<file path="src/rtl/fir_out_fifo.sv">
// Elastic show-ahead output FIFO between the FIR (no backpressure) and a READY-handshaked sink.
// Optional macro FOF_DROP_CNT_EN adds a saturating 16-bit DROPS counter port.
module fir_out_fifo #(
  parameter int NBIT  = 8,
  parameter int DEPTH = 8,
  parameter int AW    = 3
) (
  input  logic                   CLK,
  input  logic                   RST,
  input  logic signed [NBIT-1:0] DIN,
  input  logic                   VIN,
  output logic signed [NBIT-1:0] DOUT,
  output logic                   VOUT,
  input  logic                   READY,
  output logic [AW:0]            COUNT,
  output logic                   FULL,
  output logic                   OVF
`ifdef FOF_DROP_CNT_EN
  ,
  output logic [15:0]            DROPS
`endif
);

  localparam logic [AW:0] FULL_CNT = (AW+1)'(DEPTH);

  logic signed [NBIT-1:0] mem [DEPTH];
  logic [AW-1:0] wr_ptr;
  logic [AW-1:0] rd_ptr;
  logic [AW:0]   count;
  logic          ovf;
  logic          wr;
  logic          rd;
  logic          drop;

  function automatic logic [15:0] sat_inc(input logic [15:0] v);
    return (v == 16'hFFFF) ? v : v + 16'd1;
  endfunction

  // Occupancy, not pointer equality, decides full/empty; a read frees a slot for a same-cycle write.
  always_comb begin
    VOUT  = (count != '0);
    FULL  = (count == FULL_CNT);
    rd    = VOUT & READY;
    wr    = VIN & (~FULL | rd);
    drop  = VIN & FULL & ~rd;
    COUNT = count;
    OVF   = ovf;
    DOUT  = VOUT ? mem[rd_ptr] : '0;
  end

  always_ff @(posedge CLK) begin
    if (RST) begin
      wr_ptr <= '0;
      rd_ptr <= '0;
      count  <= '0;
      ovf    <= 1'b0;
    end else begin
      if (wr) wr_ptr <= wr_ptr + 1'b1;
      if (rd) rd_ptr <= rd_ptr + 1'b1;
      if (wr && !rd)      count <= count + 1'b1;
      else if (rd && !wr) count <= count - 1'b1;
      if (drop) ovf <= 1'b1;
    end
  end

  always_ff @(posedge CLK) begin
    if (wr && !RST) mem[wr_ptr] <= DIN;
  end

`ifdef FOF_DROP_CNT_EN
  logic [15:0] drops;

  always_ff @(posedge CLK) begin
    if (RST)       drops <= '0;
    else if (drop) drops <= sat_inc(drops);
  end

  assign DROPS = drops;
`endif

endmodule

</file>
<file path="config.mk">
export PLATFORM = sky130hd
export DESIGN_NAME = fir_out_fifo
export DESIGN_NICKNAME = d
export VERILOG_FILES = /design/src/rtl/fir_out_fifo.sv
export SDC_FILE = /design/constraint.sdc
export NUM_CORES = 1
export LEC_CHECK = 0
export ABC_CLOCK_PERIOD_IN_PS = 2900
export CAP_MARGIN = 20
export CORE_MARGIN = 2
export CORE_UTILIZATION = 51
export CTS_BUF_LIST = sky130_fd_sc_hd__clkbuf_4 sky130_fd_sc_hd__clkbuf_8 sky130_fd_sc_hd__clkbuf_16
export DETAILED_ROUTE_END_ITERATION = 7
export PLACE_DENSITY = 0.75
export SYNTH_ARGS = -nofsm -noshare
export SYNTH_HDL_FRONTEND = slang
export SYNTH_SLANG_ARGS = --single-unit
</file>
<file path="constraint.sdc">
create_clock -name CLK -period 2.9 [get_ports CLK]
set_clock_uncertainty 0.2 [all_clocks]
set_input_delay 0.435 -clock CLK [delete_from_list [all_inputs] [get_ports CLK]]
set_output_delay 0.435 -clock CLK [all_outputs]
set_load 0.1 [all_outputs]
</file>
After elaboration in Yosys (flattened, before gate mapping). Memories as Yosys holds them, arrays and structs flattened. A register that Yosys moved wholly into a read port is not among the register bits. Index checks and enable logic that the tools add are counted.

Register bits: 11. Memory bits (writable): 64. Bits of input ports: 12. Output and inout port bits: 15. Word-level logic and storage cells: 32. Memories: 1.

Memory list: mem (words 8, bits a word 8, read ports 1, clocked after memory_dff 1, wr ports 1, RTL line 26) `logic signed [NBIT-1:0] mem [DEPTH];`.

Add/subtract/negate cells: 4. Equality and inequality tests: 1. Mux-type cells: 7. Bitwise logic cells: 7. Reductions and logical operators: 8.

Operators by type and width (number): 4-bit 2-to-1 mux (2); 8-bit 2-to-1 mux (1); 3-bit by 1-bit adder with 3-bit output (second input constant) (2); 3-bit 2-to-1 mux (2); 4-bit by 1-bit adder with 4-bit output (second input constant) (1); 1-bit AND (4); 4-bit == test (second input constant) (1); 4-bit nonzero test (1); 4-bit by 1-bit subtractor with 4-bit output (second input constant) (1); 1-bit logical AND (3); 1-bit zero test (3); 1-bit 2-to-1 mux (2); 1-bit inverter (2); 2-bit nonzero test (1); 1-bit bitwise OR (1).

Depth between registers and ports, before layout. Gate-level depths: netlist of the first run.

Depth after elaboration: 8. Gate-level depth with buffers: 10. Depth with buffers taken out: 10.

Worst setup path after synthesis of the first run. Ideal clock, no wire load.

Kind: register -> register. Start: reg count[3], in the netlist COUNT[3]. End: reg count[3], in the netlist COUNT[3]. Setup time: 0.121 ns. Arrival: 3.221 ns. Data required time: 2.579 ns. Path slack: -0.642 ns. Stages on the path, launching flop included: 11. Path buffers: 0. Period minus slack after synthesis: 3.542 ns. Cell sequence: dfxtp_1 > or4b_4 > o21ai_4 > inv_4 > ha_1 > inv_1 > ha_1 > a21oi_1 > a211oi_1 > a31oi_1 > mux2_2.

Word-level cells in the longest chain between the ends: 7. Elaborated cells between the ends (all ways): 15. Classes of those cells: add/sub (2); eq/ne (1); mux (2); bitwise (4); reduce/logical (6).

RTL lines: start: declaration (RTL line 29) `logic [AW:0] count;`; start signal: assignment (RTL line 60) `if (wr && !rd) count <= count + 1'b1;`; start signal: assignment (RTL line 61) `else if (rd && !wr) count <= count - 1'b1;`; 4-bit nonzero test or 4-bit == test (tied branches) (RTL line 41, 42); 1-bit AND or 1-bit inverter (tied branches) (RTL line 43, 44); 1-bit bitwise OR (RTL line 44) `wr = VIN & (~FULL | rd);`; 1-bit AND (RTL line 44); 1-bit zero test (RTL line 61); 1-bit logical AND (RTL line 61); 2-bit nonzero test (no source line).

Several ways; a longest one is shown, not always the timed one. The select of a mux whose other input is x is not followed. A chain may end at the register's enable or synchronous reset.

Worst setup path in the final report of the first run.
Start: reg count[0], in the netlist COUNT[0]. End: reg count[3], in the netlist COUNT[3].

Same word-level chain as after synthesis.

==> results of run 1 <==
==> cell families (layout without fill, tap and decap cells) <==
family | count (synthesis) | count (layout)
AOI/OAI and AO/OA | 10 | 10
xor gates and xnor gates | 5 | 5
and+or+nand+nor | 44 | 44
DFF | 78 | 78
buffers and inverters | 11 | 65
adders and majority gates | 6 | 6
muxes | 26 | 26
==> path summary, 6_finish.rpt <==
kind	from	to	slack [ps]
max	COUNT[0]$_SDFFE_PP0P_	COUNT[3]$_SDFFE_PP0P_	120
max reg2reg	COUNT[0]$_SDFFE_PP0P_	COUNT[3]$_SDFFE_PP0P_	120
min reg2reg	OVF$_SDFFE_PP0P_	OVF$_SDFFE_PP0P_	290
min	OVF$_SDFFE_PP0P_	OVF$_SDFFE_PP0P_	290
==> registers in the layout, indices dropped and copies added, names as in the netlist, named ones only <==
name,cells
rd_ptr,3
wr_ptr,3
COUNT,4
mem,64
OVF,1
==> power groups by stage <==
stage	registers (W)	clock network [W]	logic, W
final	0.00135	0.000863	0.00187
after global placement	0.00137	0	0.00183
after floorplan	0.00151	0	0.00120
after global routing	0.00136	0.000931	0.00197
after CTS	0.00135	0.000889	0.00187
after detailed placement	0.00138	0	0.00187
==> metal layers <==
layer  wire [µm]  vias to the layer above  share of wire
met5           0                        -              0
met4         135                        0          0.024
met3         225                       12          0.040
met2        2955                       39           0.52
met1        2378                      851           0.42
li1            -                      793              -
==> cell usage after synthesis (2+ instances only) <==
cell      count  area (µm²)
a21oi_1       4       20.02
buf_1         2       7.510
buf_2         2       10.01
clkbuf_1      2       7.510
dfxtp_1      14       280.3
edfxtp_1     64        1922
ha_1          5       62.56
inv_1         2       7.510
mux2i_1       9       90.09
mux4_2       16       360.4
nand2_1       5       18.77
nand3_1       3       15.01
nor2_1       23       86.33
nor3_1        3       15.01
nor4_1        2       12.51
xor2_1        4       35.03
==> cell type report <==
| class | count | area (µm²) | area share |
|---|---|---|---|
| Clock buffer | 10 | 131.4 | 0.03330 |
| Clock inverter | 6 | 85.08 | 0.02157 |
| Inverter | 4 | 31.28 | 0.007929 |
| Multi-Input combinational cell | 91 | 920.9 | 0.2334 |
| Sequential cell | 78 | 2217 | 0.5620 |
| Tap cell | 75 | 93.84 | 0.02379 |
| Timing Repair Buffer | 45 | 465.4 | 0.1180 |
==> stage by stage <==
stage	hold slack, ps	cell area, µm²	setup WS [ps]
floorplan	254.1	3199	-42.69
global placement	258.1	3711	154.9
detailed placement	255.7	3711	74.68
CTS	288.8	3928	57.87
global route	323.9	3945	24.83
finish	289.4	3945	120.7
==> worst reg2reg max path, cell delays in order, from the launching register on <==
cell and delay (ps):
dfxtp_4 380, or4b_4 570, o21ai_4 180, inv_4 70
ha_2 180, inv_2 90, ha_4 220, a21oi_2 160
a211oi_1 80, a31oi_1 180, mux2_2 350
==> timing repair <==
action | 4_1_cts | 5_1_grt
endpoints found under the setup margin | 0 | 1
setup buffers | 0 | 2
gates resized for setup | 0 | 1
==> results.sh, run 1 <==
export IMPL_status="finished clean"
export IMPL_routed_wl_um=5694
export IMPL_ys_seq_area_frac=0.7004
export IMPL_layout_commonest_cell="edfxtp_1"
export IMPL_cp_depth=10
export IMPL_fp_coreArea_um2=5956
export IMPL_synth_top_family_by_area="multiplexers"
export IMPL_drive_gt1_frac=0.3718
export IMPL_slew_headroom=0.6150
export IMPL_cts_num_sinks=78
export IMPL_ys_async_sr_fraction=0
export IMPL_synth_compound_area_frac=0.02388
export IMPL_cp_data_required_time_ps=2930
export IMPL_worst_pin_slew_ps=576.7
export IMPL_crit_family="compound AO/OA/AOI/OAI gates"
export IMPL_drc=0
export IMPL_die_area_um2=6810
export IMPL_place_congestion=0.7393
export IMPL_synth_cell_type_count=36
export IMPL_grt_pass1_vias=1772
export IMPL_grt_start_max_net_pins=17
export IMPL_powerDensity_nw_per_um2=1034
export IMPL_grt_use_total=0.1939
export IMPL_ys_flop_type="edfxtp_1"
export IMPL_antenna_cells=0
export IMPL_critPathCaptureType="register"
export IMPL_cts_tree="done"
export IMPL_cap_violations=0
export IMPL_critical_path_class="reg2reg"
export IMPL_pwr_share_clk=0.212
export IMPL_setup_viol=0
export IMPL_vias_per_cell=5.485
export IMPL_use_met2=0.3266
export IMPL_first_iter_violations=96
export IMPL_yosys_warnings=0
export IMPL_seq_power_share=0.331
export IMPL_hp_class="reg2reg"
export IMPL_busiest_layer="met2"
export IMPL_grt_overflow=0
export IMPL_layout_common_cells="edfxtp_1 (64), buf_4 (26), nor2_1 (19)"
export IMPL_tritoncts_num_buffers=9
export IMPL_hold_depth=2
export IMPL_final_util=0.6624
export IMPL_worst_path_buf_inv=2
export IMPL_syn_avg_cell_area_um2=17.47
export IMPL_clkTransAtPathRegs_ps=80
export IMPL_slowest_delay_ps=570
export IMPL_p_comb_frac=0.457
export IMPL_crit_arrival_ps=2810
export IMPL_wl_per_cell_um=18.43
export IMPL_ant_nets=0
export IMPL_die_w_um=82.52
export IMPL_yosys_mux_area_fraction=0.1468
export IMPL_crit_slowest_cell="or4b_4"
export IMPL_holdBufCountCts=0
export IMPL_io_buffer_count=26
export IMPL_p_int_w=0.002476
export IMPL_placed_cells=291
export IMPL_switching_share=0.3932
export IMPL_rsz0062_at_grt="no"
export IMPL_synthXorXnorAreaFrac=0.01393
export IMPL_crit_path_max_fanout=6
export IMPL_power_total_w=0.004081
export IMPL_start_kind="register"
export IMPL_fmax_ghz=0.3598
export IMPL_cts_root_buf="clkbuf_8"
export IMPL_hold_viol=0
export IMPL_layout_nets=247
export IMPL_setup_tns_final_ps=0
export IMPL_drt_first_pass_iters=4
export IMPL_cts_buffer_depth=2
export IMPL_clock_latency_ps=330
export IMPL_slew_viol_final=0
export IMPL_synth_fa_ha_area_frac=0.02626
export IMPL_grt_use_met3=0.06413
export IMPL_synth_cells=180
export IMPL_syn_area_um2=3144
export IMPL_synthSimpleGateAreaFrac=0.07282
export IMPL_p_leak_nw=1.356
export IMPL_synthToLayoutAreaGrowth_pct=25.47
export IMPL_crit_chain="or4b_4 > o21ai_4 > inv_4 > ha_2 > inv_2 > ha_4 > a21oi_2 > a211oi_1 > a31oi_1 > mux2_2"
export IMPL_synth_fp_nets=198
export IMPL_rows=28
export IMPL_finalNonFillerCells=309
export IMPL_num_vias=1695
export IMPL_num_fill_cells=416
export IMPL_cts_htree_levels=3
export IMPL_die_height_um=82.52
export IMPL_min_period_ps=2779
export IMPL_synth_edff_count=64
export IMPL_use_met1=0.2265
export IMPL_ys_seq_elements=78
export IMPL_grt_pass1_wl_um=9059
export IMPL_start_util=0.5279
export IMPL_period_share=0.9584
export IMPL_antenna_found_initial=0
export IMPL_io_pins=27
export IMPL_place_hpwl_um=3895
export IMPL_vdd_ir_drop_worst_mv=0.9126
export IMPL_worstRegToRegCells=10
export IMPL_switching_power_w=0.001605
(Power assumes the default switching activity.)
==> run 2: changes to the inputs <==
--- a/config.mk
+++ b/config.mk
@@ -11,7 +11,9 @@
 export CORE_UTILIZATION = 51
 export CTS_BUF_LIST = sky130_fd_sc_hd__clkbuf_4 sky130_fd_sc_hd__clkbuf_8 sky130_fd_sc_hd__clkbuf_16
 export DETAILED_ROUTE_END_ITERATION = 7
-export PLACE_DENSITY = 0.75
+export GPL_TIMING_DRIVEN = 1
+export PLACE_DENSITY_LB_ADDON = 0.25
+export RECOVER_POWER = 100
 export SYNTH_ARGS = -nofsm -noshare
 export SYNTH_HDL_FRONTEND = slang
 export SYNTH_SLANG_ARGS = --single-unit
==> run 2 against run 1 <==
  * Largest cell class unchanged
  * Maximum frequency shrank 0.66%
  * Critical path depth is the same
  * Critical endpoint unchanged
  * First-iteration DRC count grew 19%
  * Register-to-register slack lost 20 ps
  * Wire length grew 4.8%
  * Highest routed layer unchanged
  * Utilization shrank 2.7 points
  * Final area shrank 4.1%
  * Count of clock-buffer cells in the layout shrank 1
  * Largest power group unchanged
  * Total power shrank 4.8%
  * Sequential cell count is the same
  * Die area is the same
  * Clock power shrank 0.6%
==> results.sh, run 2 (synthesized netlist as in run 1, its figures left out) <==
export IMPL_routed_wl_um=5969
export IMPL_min_period_ps=2798
export IMPL_place_congestion=0.7539
export IMPL_switching_share=0.4124
export IMPL_hold_viol=0
export IMPL_layout_nets=247
export IMPL_cts_buffer_depth=2
export IMPL_vdd_ir_drop_worst_mv=0.7957
export IMPL_num_fill_cells=445
export IMPL_period_share=0.9648
export IMPL_fin_hold_ws_ps=276.9
export IMPL_holdBufCountCts=0
export IMPL_slew_viol_final=0
export IMPL_final_util=0.6355
export IMPL_switching_power_w=0.001602
export IMPL_wl_per_cell_um=19.32
export IMPL_drc=0
export IMPL_start_util=0.5279
export IMPL_pwr_share_clk=0.221
export IMPL_grt_overflow=0
export IMPL_status="finished clean"
export IMPL_grt_use_total=0.2011
export IMPL_cts_root_buf="clkbuf_8"
export IMPL_grt_start_max_net_pins=17
export IMPL_crit_arrival_ps=2830
export IMPL_drt_first_pass_iters=4
export IMPL_top_register="mem"
export IMPL_fp_coreArea_um2=5956
export IMPL_rows=28
export IMPL_layout_common_cells="edfxtp_1 (64), nor2_1 (20), clkbuf_1 (17)"
export IMPL_clkTransAtPathRegs_ps=80
export IMPL_critical_path_class="reg2reg"
export IMPL_vias_per_cell=5.683
export IMPL_finalNonFillerCells=309
export IMPL_io_pins=27
export IMPL_crit_path_max_fanout=5
export IMPL_p_leak_nw=1.241
export IMPL_cts_htree_levels=3
export IMPL_start_kind="register"
export IMPL_drive_gt1_frac=0.2906
export IMPL_layout_commonest_cell="edfxtp_1"
export IMPL_num_vias=1756
export IMPL_largest_reg_flops=64
export IMPL_clock_latency_ps=340
export IMPL_p_comb_frac=0.432
export IMPL_antenna_cells=0
export IMPL_critPathCaptureType="register"
export IMPL_fmax_ghz=0.3574
export IMPL_rsz0062_at_grt="no"
export IMPL_dr_wl_met2_um=3071
export IMPL_slew_headroom=0.2166
export IMPL_die_height_um=82.52
export IMPL_cap_violations=0
export IMPL_place_hpwl_um=3840
export IMPL_powerDensity_nw_per_um2=1026
export IMPL_synthToLayoutAreaGrowth_pct=20.37
export IMPL_p_int_w=0.002283
export IMPL_wl_met1_um=2418
export IMPL_die_area_um2=6810
export IMPL_cts_tree="done"
export IMPL_ant_nets=0
export IMPL_setup_viol=0
export IMPL_die_w_um=82.52
export IMPL_cts_num_sinks=78
export IMPL_grt_pass1_wl_um=9425
export IMPL_top_layer_used="met4"
export IMPL_first_iter_violations=114
export IMPL_hp_class="reg2reg"
export IMPL_worst_pin_slew_ps=1180
export IMPL_cp_data_required_time_ps=2930
export IMPL_antenna_found_initial=0
export IMPL_dr_wl_met3_um=337
export IMPL_placed_cells=289
export IMPL_grt_pass1_vias=1853
export IMPL_io_buffer_count=26
export IMPL_tritoncts_num_buffers=9
export IMPL_seq_power_share=0.347
[run 2: cell types whose count changed in the layout (fill, tap and decap cells not counted), sizes merged]
cell	previous run	this run
buf	34	9
clkbuf	10	34
clkdlybuf4s50	11	2
dlygate4sd3	0	9
clkinvlp	1	3
bufinv	3	2
clkinv	2	3
inv	4	3
[run 2: final timing paths]
kind	start	end	slack [ps]	depth (start not counted)
setup / recovery	COUNT[2]$_SDFFE_PP0P_	COUNT[3]$_SDFFE_PP0P_	100	10
hold / removal	OVF$_SDFFE_PP0P_	OVF$_SDFFE_PP0P_	280	2
setup reg to reg	COUNT[2]$_SDFFE_PP0P_	COUNT[3]$_SDFFE_PP0P_	100	10
hold reg to reg	OVF$_SDFFE_PP0P_	OVF$_SDFFE_PP0P_	280	2
[run 2: per-layer routing]
layer	GRT usage	vias up
li1	-	795
met1	0.2455	892
met2	0.3347	54
met3	0.06087	15
met4	0.08361	0
met5	0	-
[run 2: through the flow]
stage / setup WS, ps / TNS (ps) / total power [W] / instance area [µm²]
5_1_grt: 9.846 / 0 / 0.004057 / 3785
4_1_cts: 15.90 / 0 / 0.004107 / 3909
6_report: 102.2 / 0 / 0.003884 / 3785
3_5_place_dp: -25.95 / -25.95 / 0.003255 / 3696
3_3_place_gp: 115.5 / 0 / 0.003212 / 3696
2_1_floorplan: -42.69 / -192.1 / 0.002705 / 3199
[run 2: power by group through the flow]
stage / Combinational [W] / Clock [W] / Sequential (W)
final: 0.00168 / 0.000858 / 0.00135
after global routing: 0.00178 / 0.000924 / 0.00136
after CTS: 0.00188 / 0.000873 / 0.00135
after detailed placement: 0.00188 / 0 / 0.00138
after global placement: 0.00184 / 0 / 0.00137
after floorplan: 0.00120 / 0 / 0.00151
[run 2: worst max-delay path, stage by stage, from the launching register on]
cell and delay [ps]:
dfxtp_4 360, or4b_4 580, o21ai_4 180, inv_4 60
ha_1 200, inv_2 110, ha_4 220, a21oi_4 120
a211oi_1 90, a31oi_1 200, mux2_2 350
[run 2: layout make-up]
cell class	count	area, µm²	share of cell area
inverter	4	18.77	0.004959
timing repair buffer	45	321.6	0.08496
multi-input combinational	91	920.9	0.2433
sequential	78	2217	0.5858
clock buffer	9	123.9	0.03273
tap	75	93.84	0.02479
clock inverter	7	88.84	0.02347
[run 2: repair_timing]
item                       in CTS  in global routing
setup buffers                   0                  4
resized for setup               0                  2
setup endpoints to repair       0                  1
